## src/rtl/btn_pkg.sv

```systemverilog
// ---------------------------------------------------------------------------
// btn_pkg
// Shared definitions for the push-button conditioner:
//   - btn_state_e : 2-bit FSM encoding (IDLE=0, PRESS_WAIT=1, HELD=2,
//                   RELEASE_WAIT=3)
//   - default DEBOUNCE_CYCLES values for the board clock and for simulation
// ---------------------------------------------------------------------------
package btn_pkg;

  typedef enum logic [1:0] {
    IDLE         = 2'd0,
    PRESS_WAIT   = 2'd1,
    HELD         = 2'd2,
    RELEASE_WAIT = 2'd3
  } btn_state_e;

  // Roughly 5 ms at a 50 MHz board clock.
  localparam int unsigned DEBOUNCE_CYCLES_BOARD = 250000;
  // Short window so simulations finish quickly.
  localparam int unsigned DEBOUNCE_CYCLES_SIM   = 4;

endpackage

```

## src/rtl/btn_conditioner_sync2.sv

```systemverilog
// ---------------------------------------------------------------------------
// sync2
// Generic two-flop synchronizer for a single asynchronous bit. Nothing sits
// between the two flops so the first one gets a full cycle to settle.
// Ports:
//   clk   : destination clock
//   rst_n : synchronous active-low reset, loads RESET_VAL into both flops
//   d     : asynchronous input
//   q     : synchronized output (two cycles of latency)
// Parameters:
//   RESET_VAL : value both flops take during reset
// ---------------------------------------------------------------------------
module sync2 #(
  parameter logic RESET_VAL = 1'b0
) (
  input  logic clk,
  input  logic rst_n,
  input  logic d,
  output logic q
);

  logic meta_q;
  logic sync_q;

  always_ff @(posedge clk) begin
    if (!rst_n) begin
      meta_q <= RESET_VAL;
      sync_q <= RESET_VAL;
    end else begin
      meta_q <= d;
      sync_q <= meta_q;
    end
  end

  assign q = sync_q;

endmodule

```

## src/rtl/btn_conditioner.sv

```systemverilog
// ---------------------------------------------------------------------------
// btn_conditioner
// Turns a raw, bouncing, asynchronous push-button pin into a one-cycle `go`
// pulse on each accepted press, a debounced `pressed` level and a one-cycle
// `release_o` pulse on each accepted release.
// Ports:
//   clk       : system clock
//   rst_btn   : synchronous active-low reset
//   btn_in    : raw button pin, asynchronous to clk
//   go        : one-cycle pulse per accepted press (plus auto-repeats)
//   pressed   : debounced level, 1 while held (HELD or RELEASE_WAIT)
//   release_o : one-cycle pulse per accepted release
// Optional feature (macro BTN_AUTOREPEAT_EN): while HELD, go re-fires after
// REPEAT_DELAY cycles and then every REPEAT_PERIOD cycles. The REPEAT_*
// parameters exist only in that build.
// ---------------------------------------------------------------------------
module btn_conditioner
  import btn_pkg::*;
#(
  parameter int unsigned DEBOUNCE_CYCLES = DEBOUNCE_CYCLES_BOARD,
  parameter int unsigned CNT_WIDTH       = 18,
  parameter int unsigned BTN_ACTIVE_LOW  = 1
`ifdef BTN_AUTOREPEAT_EN
  ,
  parameter int unsigned REPEAT_DELAY    = 12500000,
  parameter int unsigned REPEAT_PERIOD   = 2500000
`endif
) (
  input  logic clk,
  input  logic rst_btn,
  input  logic btn_in,
  output logic go,
  output logic pressed,
  output logic release_o
);

  localparam logic [CNT_WIDTH-1:0] CNT_ONE = CNT_WIDTH'(1);
  localparam logic [CNT_WIDTH-1:0] DB_LAST = CNT_WIDTH'(DEBOUNCE_CYCLES - 1);

  // Synchronizer resets to the idle pin level so s_pr reads "not pressed".
  localparam logic PIN_IDLE = (BTN_ACTIVE_LOW != 0);

  logic btn_sync;
  logic s_pr;

  sync2 #(
    .RESET_VAL (PIN_IDLE)
  ) u_sync2 (
    .clk   (clk),
    .rst_n (rst_btn),
    .d     (btn_in),
    .q     (btn_sync)
  );

  generate
    if (BTN_ACTIVE_LOW != 0) begin : g_active_low
      assign s_pr = ~btn_sync;
    end else begin : g_active_high
      assign s_pr = btn_sync;
    end
  endgenerate

  btn_state_e           state_q, state_d;
  logic [CNT_WIDTH-1:0] cnt_q, cnt_d;
  logic                 go_q, go_d;
  logic                 pressed_q, pressed_d;
  logic                 release_q, release_d;
  logic                 go_press;
  logic                 rpt_fire;

  // Debounce FSM: a level change is accepted only after DEBOUNCE_CYCLES
  // consecutive samples of the new level; any opposite sample aborts.
  always_comb begin
    state_d   = state_q;
    cnt_d     = cnt_q;
    go_press  = 1'b0;
    release_d = 1'b0;
    case (state_q)
      IDLE: begin
        if (s_pr) begin
          state_d = PRESS_WAIT;
          cnt_d   = CNT_ONE;
        end
      end
      PRESS_WAIT: begin
        if (!s_pr) begin
          state_d = IDLE;
          cnt_d   = '0;
        end else if (cnt_q == DB_LAST) begin
          state_d  = HELD;
          cnt_d    = '0;
          go_press = 1'b1;
        end else begin
          cnt_d = cnt_q + CNT_ONE;
        end
      end
      HELD: begin
        if (!s_pr) begin
          state_d = RELEASE_WAIT;
          cnt_d   = CNT_ONE;
        end
      end
      RELEASE_WAIT: begin
        if (s_pr) begin
          state_d = HELD;
          cnt_d   = '0;
        end else if (cnt_q == DB_LAST) begin
          state_d   = IDLE;
          cnt_d     = '0;
          release_d = 1'b1;
        end else begin
          cnt_d = cnt_q + CNT_ONE;
        end
      end
      default: begin
        state_d = IDLE;
        cnt_d   = '0;
      end
    endcase
    go_d      = go_press | rpt_fire;
    pressed_d = (state_d == HELD) || (state_d == RELEASE_WAIT);
  end

  always_ff @(posedge clk) begin
    if (!rst_btn) begin
      state_q   <= IDLE;
      cnt_q     <= '0;
      go_q      <= 1'b0;
      pressed_q <= 1'b0;
      release_q <= 1'b0;
    end else begin
      state_q   <= state_d;
      cnt_q     <= cnt_d;
      go_q      <= go_d;
      pressed_q <= pressed_d;
      release_q <= release_d;
    end
  end

`ifdef BTN_AUTOREPEAT_EN
  localparam logic [CNT_WIDTH-1:0] RPT_DELAY_LAST  = CNT_WIDTH'(REPEAT_DELAY - 1);
  localparam logic [CNT_WIDTH-1:0] RPT_PERIOD_LAST = CNT_WIDTH'(REPEAT_PERIOD - 1);

  logic [CNT_WIDTH-1:0] rpt_cnt_q, rpt_cnt_d;
  logic                 rpt_armed_q, rpt_armed_d;  // first repeat already sent

  // Counts only while staying in HELD; anything else (including the cycle
  // that leaves or re-enters HELD) restarts the REPEAT_DELAY wait.
  always_comb begin
    rpt_cnt_d   = '0;
    rpt_armed_d = 1'b0;
    rpt_fire    = 1'b0;
    if ((state_q == HELD) && s_pr) begin
      if (rpt_cnt_q == (rpt_armed_q ? RPT_PERIOD_LAST : RPT_DELAY_LAST)) begin
        rpt_fire    = 1'b1;
        rpt_armed_d = 1'b1;
      end else begin
        rpt_cnt_d   = rpt_cnt_q + CNT_ONE;
        rpt_armed_d = rpt_armed_q;
      end
    end
  end

  always_ff @(posedge clk) begin
    if (!rst_btn) begin
      rpt_cnt_q   <= '0;
      rpt_armed_q <= 1'b0;
    end else begin
      rpt_cnt_q   <= rpt_cnt_d;
      rpt_armed_q <= rpt_armed_d;
    end
  end
`else
  assign rpt_fire = 1'b0;
`endif

  assign go        = go_q;
  assign pressed   = pressed_q;
  assign release_o = release_q;

endmodule

```

## config.mk

```make
export PLATFORM = sky130hd
export DESIGN_NAME = btn_conditioner
export DESIGN_NICKNAME = d
export VERILOG_FILES = /design/src/rtl/btn_pkg.sv /design/src/rtl/btn_conditioner_sync2.sv /design/src/rtl/btn_conditioner.sv
export SDC_FILE = /design/constraint.sdc
export NUM_CORES = 1
export LEC_CHECK = 0
export CELL_PAD_IN_SITES_DETAIL_PLACEMENT = 1
export CELL_PAD_IN_SITES_GLOBAL_PLACEMENT = 2
export CORE_MARGIN = 2
export CORE_UTILIZATION = 25
export CTS_CLUSTER_DIAMETER = 60
export DETAILED_ROUTE_END_ITERATION = 10
export PLACE_DENSITY = 0.65
export SLEW_MARGIN = 20
export SYNTH_ARGS = -nofsm -noshare
export SYNTH_HDL_FRONTEND = slang
export SYNTH_SLANG_ARGS = --single-unit
```

## constraint.sdc

```tcl
create_clock -name clk -period 2.6 [get_ports clk]
set_input_delay 0.78 -clock clk [delete_from_list [all_inputs] [get_ports clk]]
set_output_delay 0.78 -clock clk [all_outputs]
set_load 0.05 [all_outputs]
```

==> qor.yml, run 1 <==
logic_synthesis:
  ys_types: 39
  synth_area_leaders: "dfxtp_1, a211oi_1, nand2_1, nand3_1, xor2_1"
  syn_nets: 141
  synth_edf_count: 0
  syn_area_per_cell_um2: 8.996
  synth-seq-area-share_pct: 40.61
  async_flop_share_pct: 0
  netlist_area_um2: 1232
  ys_ff_latch: 25
  synth_top_cell_area_share_pct: 40.61
  yosys_most_used_dff: "dfxtp_1"
  netlist_instances: 137
  synthTopCellsByCount: "dfxtp_1, nand2_1, a211oi_1, nand3_1"
  yosys_warnings: 0
  synth_top_area_cell: "dfxtp_1"
  synth.most_common_cell: "dfxtp_1"
setup_path:
  cp_cell_sequence: "clkdlybuf4s50_1"
  slowest_delay_ns: 0.79
  r2r_cells: 5
  r2r-start: "cnt_q[10]$_SDFFE_PN0P_"
  startpoint_type: "flip-flop"
  critical-path-top-delay-family: "buffers and inverters"
  critical_path_required_ns: 1.82
  r2r_end: "cnt_q[11]$_SDFFE_PN0P_"
  cp.arrival_ns: 1.37
  cp_max_fo: 1
  r2r_slack_ns: 0.48
  critPathKind: "flip-flop to primary output"
  crit_slowest_cell: "clkdlybuf4s50_1"
  end_kind: "primary output"
  critPathBufInv: 1
  worst-path-stages: 1
final_layout:
  syn_to_final_growth_pct: 15.43
  n_fill_cell: 552
  drive_gt1_share_pct: 10.27
  n_antenna_cell: 0
  fin_cells: 213
  fin_nets: 151
  final_util_pct: 30.12
hold_path:
  hold_depth: 1
  hp-class: "flip-flop to flip-flop"
  hold_start: "u_sync2.meta_q$_SDFF_PN1_"
  hold_path_end: "u_sync2.q$_SDFF_PN1_"
detailed_routing:
  drc: 0
  initialDrtViolationCount: 40
  drtPass1Iterations: 4
  ant_nets: 0
  via_per_inst: 5.235
  wl_um: 3417
  vias: 1115
  wl_per_cell_um: 16.04
power_and_ir_drop:
  power_density_nw_per_um2: 456.0
  leakage_nw: 0.4262
  worst_ir_drop_vdd_mv: 0.2179
sta:
  fin_skew_ns: 0.001667
  finalCritPeriodShare_pct: 82.74
  period_needed_ns: 2.151
  relSlewSlack_pct: 44.25
  max_freq_mhz: 464.9
  tightest_slew_ns: 0.8326
  setup_viol: 0
  hold_viol: 0
  slew_viol_final: 0
  rsz0062_at_grt: "false"
  tns_ns: 0
status:
  status: "completed"
global_route:
  grt_max_degree: 18
  track_usage_pct: 13.94
  grt-ovfl-total: 0
  grt_pass1_vias: 1162
  grt_pass1_wl_um: 5830
  antenna_found_initial: 0
floorplanning:
  dieArea_um2: 5507
  die_height_um: 74.21
  initial_core_util_pct: 26.09
  die_w_um: 74.21
  row_count: 25
  coreArea_um2: 4723
  io_pins: 6
cts:
  clockBufferDepth: 2
  cts_buffers: 3
  clock_sinks: 25
  htree_num_levels: 1
  cts_root_buf: "clkbuf_8"
  cts_resized: 0
  post_cts_buffers: 0
  cts_tree: "built"
  clock_latency_ns: 0.26
  clk_pin_slew_worst_paths_ns: 0.08
  hold_buffers: 0
place:
  place_congestion: 0.8231
  dpl.hpwl_um: 2520
  placed_cells: 209
  portBuffers: 5
job:
  drv_cap: 0
==> final cells by class <==
type / instances / area [µm²] / area share (%)
clock buffers: 4 / 45.04 / 3.166
inverters: 3 / 11.26 / 0.7916
well taps: 67 / 83.83 / 5.893
multi-input cells: 104 / 694.4 / 48.81
flip-flops and latches: 25 / 500.5 / 35.18
repair buffers: 10 / 87.58 / 6.157
==> cell usage in the layout, fill, tap and decap left out, types with 4 or more instances in the layout <==
cell             count
a211oi_1             8
a21oi_1              5
buf_4                5
clkdlybuf4s50_1      5
dfxtp_1             25
nand2_1             11
nand3_1              7
nand4_1              4
nor2_1               6
nor3_1               5
o21ai_0              6
o31ai_1              4
or3_1                5
or4_1                4
xor2_1               4
==> sequential cells by signal (all words and copies together), names as in the netlist <==
| register | flops |
|---|---|
| cnt_q | 18 |
| state_q | 2 |
| pressed | 1 |
| go | 1 |
| release_o | 1 |
| u_sync2.q | 1 |
| u_sync2.meta_q | 1 |
==> worst max path at each step <==
| stage | startpoint | endpoint |
|---|---|---|
| 2_1_floorplan | cnt_q[10]$_SDFFE_PN0P_ | cnt_q[3]$_SDFFE_PN0P_ |
| 3_3_place_gp | cnt_q[10]$_SDFFE_PN0P_ | state_q[0]$_SDFF_PN0_ |
| 3_5_place_dp | cnt_q[10]$_SDFFE_PN0P_ | cnt_q[16]$_SDFFE_PN0P_ |
| 4_1_cts | pressed$_SDFF_PN0_ | pressed |
| 5_1_grt | cnt_q[0]$_SDFFE_PN0P_ | cnt_q[16]$_SDFFE_PN0P_ |
| 6_report | pressed$_SDFF_PN0_ | pressed |
==> metrics by stage <==
stage                     setup WS [ns]  hold slack [ns]  power [mW]  area, µm²
after floorplan                  0.5424           0.3863      0.4158       1232
after global placement           0.5476           0.4042      0.4301       1378
after detailed placement         0.4839           0.4111      0.4305       1378
after CTS                        0.4269           0.4351      0.6662       1423
after global routing             0.3719           0.4659      0.6815       1423
final                            0.4488           0.4318      0.6487       1423
==> kinds of logic (layout without fill, tap and decap cells) <==
kind of cell | count (synthesis) | in the layout | share of synthesized area, %
AOI/OAI and AO/OA | 31 | 31 | 17.77
xor gates and xnor gates | 5 | 5 | 3.553
adders and majority gates | 1 | 1 | 1.015
buffers and inverters | 8 | 17 | 3.045
DFF | 25 | 25 | 40.61
muxes | 2 | 2 | 1.624
and+or+nand+nor | 65 | 65 | 32.39
==> layer usage <==
layer / GRT usage (%) / up-vias / share of wire [%]
li1: - / 545 / -
met1: 17.04 / 560 / 46
met2: 25.30 / 8 / 51
met3: 3.252 / 2 / 2.2
met4: 2.381 / 0 / 0.64
met5: 0 / - / 0
==> report_power, final <==
| group | leakage (nW) | switching (mW) | internal, mW |
|---|---|---|---|
| Clock | 0.0228 | 0.119 | 0.109 |
| Combinational | 0.202 | 0.0204 | 0.0116 |
| Sequential | 0.202 | 0.00345 | 0.385 |
| Total | 0.426 | 0.143 | 0.506 |
Note: power is estimated with default switching activity, not from simulation.
==> run 2: changes to the inputs <==
==> constraint.sdc (replaced) <==
create_clock -name clk -period 2 [get_ports clk]
set_input_delay 0.6 -clock clk [delete_from_list [all_inputs] [get_ports clk]]
set_output_delay 0.6 -clock clk [all_outputs]
set_load 0.05 [all_outputs]
==> run 2 against run 1 <==
Clock skew up 0.0012 ns. Highest routed layer unchanged. Register-to-register slack worse by 0.48 ns. Flip-flop and latch count did not move. Combinational power rose by 65%. Sequential power rose by 30%. Worst hold slack barely moved. The flow now finishes with violations (negative setup slack). Final cell count is 6.6% higher. Sequential share of layout area fell by 2.6 points. Die area is the same. Routed wire length is 5.0% higher. Via count rose by 4.9%.
==> qor.yml, run 2 (synthesized netlist as in run 1, its figures left out) <==
cts:
  post_cts_buffers: 0
  cts_buffers: 3
  cts_tree: "built"
  clock_latency_ns: 0.27
  clockBufferDepth: 2
  clock_sinks: 25
  htree_num_levels: 1
  clk_pin_slew_worst_paths_ns: 0.09
  cts_root_buf: "clkbuf_8"
detailed_routing:
  drtPass1Iterations: 4
  via_per_inst: 5.154
  wl_um: 3588
  vias: 1170
  wl_per_cell_um: 15.81
  drc: 0
  initialDrtViolationCount: 46
  ant_nets: 0
sta:
  period_needed_ns: 2.001
  rsz0062_at_grt: "true"
  max_freq_mhz: 499.8
  slew_viol_final: 0
  tns_ns: -0.0007689
  hold_viol: 0
  setup_ws_ns: -0.0007689
  finalCritPeriodShare_pct: 100.0
  tightest_slew_ns: 0.6409
  whs_ns: 0.4316
  setup_viol: 1
  relSlewSlack_pct: 57.08
  fin_skew_ns: 0.002858
place:
  portBuffers: 5
  place_ws_ns: -0.02125
  placed_cells: 223
  place_congestion: 0.7572
  dpl.hpwl_um: 2604
setup_path:
  startpoint_type: "flip-flop"
  critPathKind: "flip-flop to flip-flop"
  end_kind: "flip-flop"
  critical_path_required_ns: 2.17
  cp_max_fo: 3
  cp.arrival_ns: 2.17
global_route:
  grt_pass1_vias: 1202
  antenna_found_initial: 0
  grt-ovfl-total: 0
  grt_pass1_wl_um: 5989
  grt_max_degree: 18
  track_usage_pct: 14.44
final_layout:
  fin_cells: 227
  largest_register_ffs: 18
  layout_common_cells: "dfxtp_1, buf_4, nand2_1, a211oi_1, nand3_1"
  final_util_pct: 32.85
  drive_gt1_share_pct: 25.00
  syn_to_final_growth_pct: 25.89
  top_regs: "cnt_q: 18 flops, state_q: 2 flops"
  n_antenna_cell: 0
  largest-register: "cnt_q"
  fin_nets: 165
status:
  violations: "negative setup slack"
  status: "finished, violations left"
power_and_ir_drop:
  power_density_nw_per_um2: 561.5
  leakage_nw: 0.5163
  worst_ir_drop_vdd_mv: 0.1909
hold_path:
  hp-class: "flip-flop to flip-flop"
floorplanning:
  die_height_um: 74.21
  dieArea_um2: 5507
  die_w_um: 74.21
  io_pins: 6
  row_count: 25
  initial_core_util_pct: 26.09
  coreArea_um2: 4723
job:
  drv_cap: 0
[run 2: cell count changes in the layout (fill, tap and decap cells not counted), sizes merged]
| cell | previous run | this run |
|---|---|---|
| clkdlybuf4s50 | 5 | 2 |
| buf | 5 | 22 |
[run 2: worst max-delay path: stages, from the launching register on]
cell	delay (ns)
dfxtp_2	0.33
or4b_1	0.52
or4_4	0.53
or3_4	0.38
mux2i_1	0.14
[run 2: per-layer routing]
metal	global-route usage, %	part of all wire, %	up-vias
met4	4.167	0.61	0
met2	25.89	50	8
met1	18.01	47	588
met3	2.033	1.8	2
li1	-	-	572
met5	0	0	-
[run 2: stage by stage]
| step | total power, mW | cell area (µm²) |
|---|---|---|
| 2_1_floorplan | 0.5405 | 1234 |
| 3_3_place_gp | 0.5663 | 1489 |
| 3_5_place_dp | 0.5674 | 1489 |
| 4_1_cts | 0.8918 | 1541 |
| 5_1_grt | 0.9133 | 1551 |
| 6_report | 0.8711 | 1551 |
[run 2: power breakdown]
group          switching (mW)  internal, mW
logic                  0.0311        0.0216
registers             0.00304         0.501
clock network           0.172         0.143
[run 2: what timing repair did]
item | CTS | global route
setup endpoints to repair | 11 | 20
hold buffers | 0 | 0
pin swaps | 1 | 0
gates resized for setup | 1 | 6
[run 2: cell type report]
cell class / instances / area, µm²
fillers: 551 / 3172
well taps: 67 / 83.83
repair buffers: 24 / 197.7
multi-input cells: 104 / 708.2
inverters: 3 / 11.26
flip-flops and latches: 25 / 505.5
clock buffers: 4 / 45.04
[run 2: final timing paths]
kind | start | end | slack, ns | cells past startpoint
setup / recovery | cnt_q[4]$_SDFFE_PN0P_ | pressed$_SDFF_PN0_ | -0.0008 | 4
hold / removal | u_sync2.meta_q$_SDFF_PN1_ | u_sync2.q$_SDFF_PN1_ | 0.43 | 1
setup reg to reg | cnt_q[4]$_SDFFE_PN0P_ | pressed$_SDFF_PN0_ | -0.0008 | 4
hold reg to reg | u_sync2.meta_q$_SDFF_PN1_ | u_sync2.q$_SDFF_PN1_ | 0.43 | 1
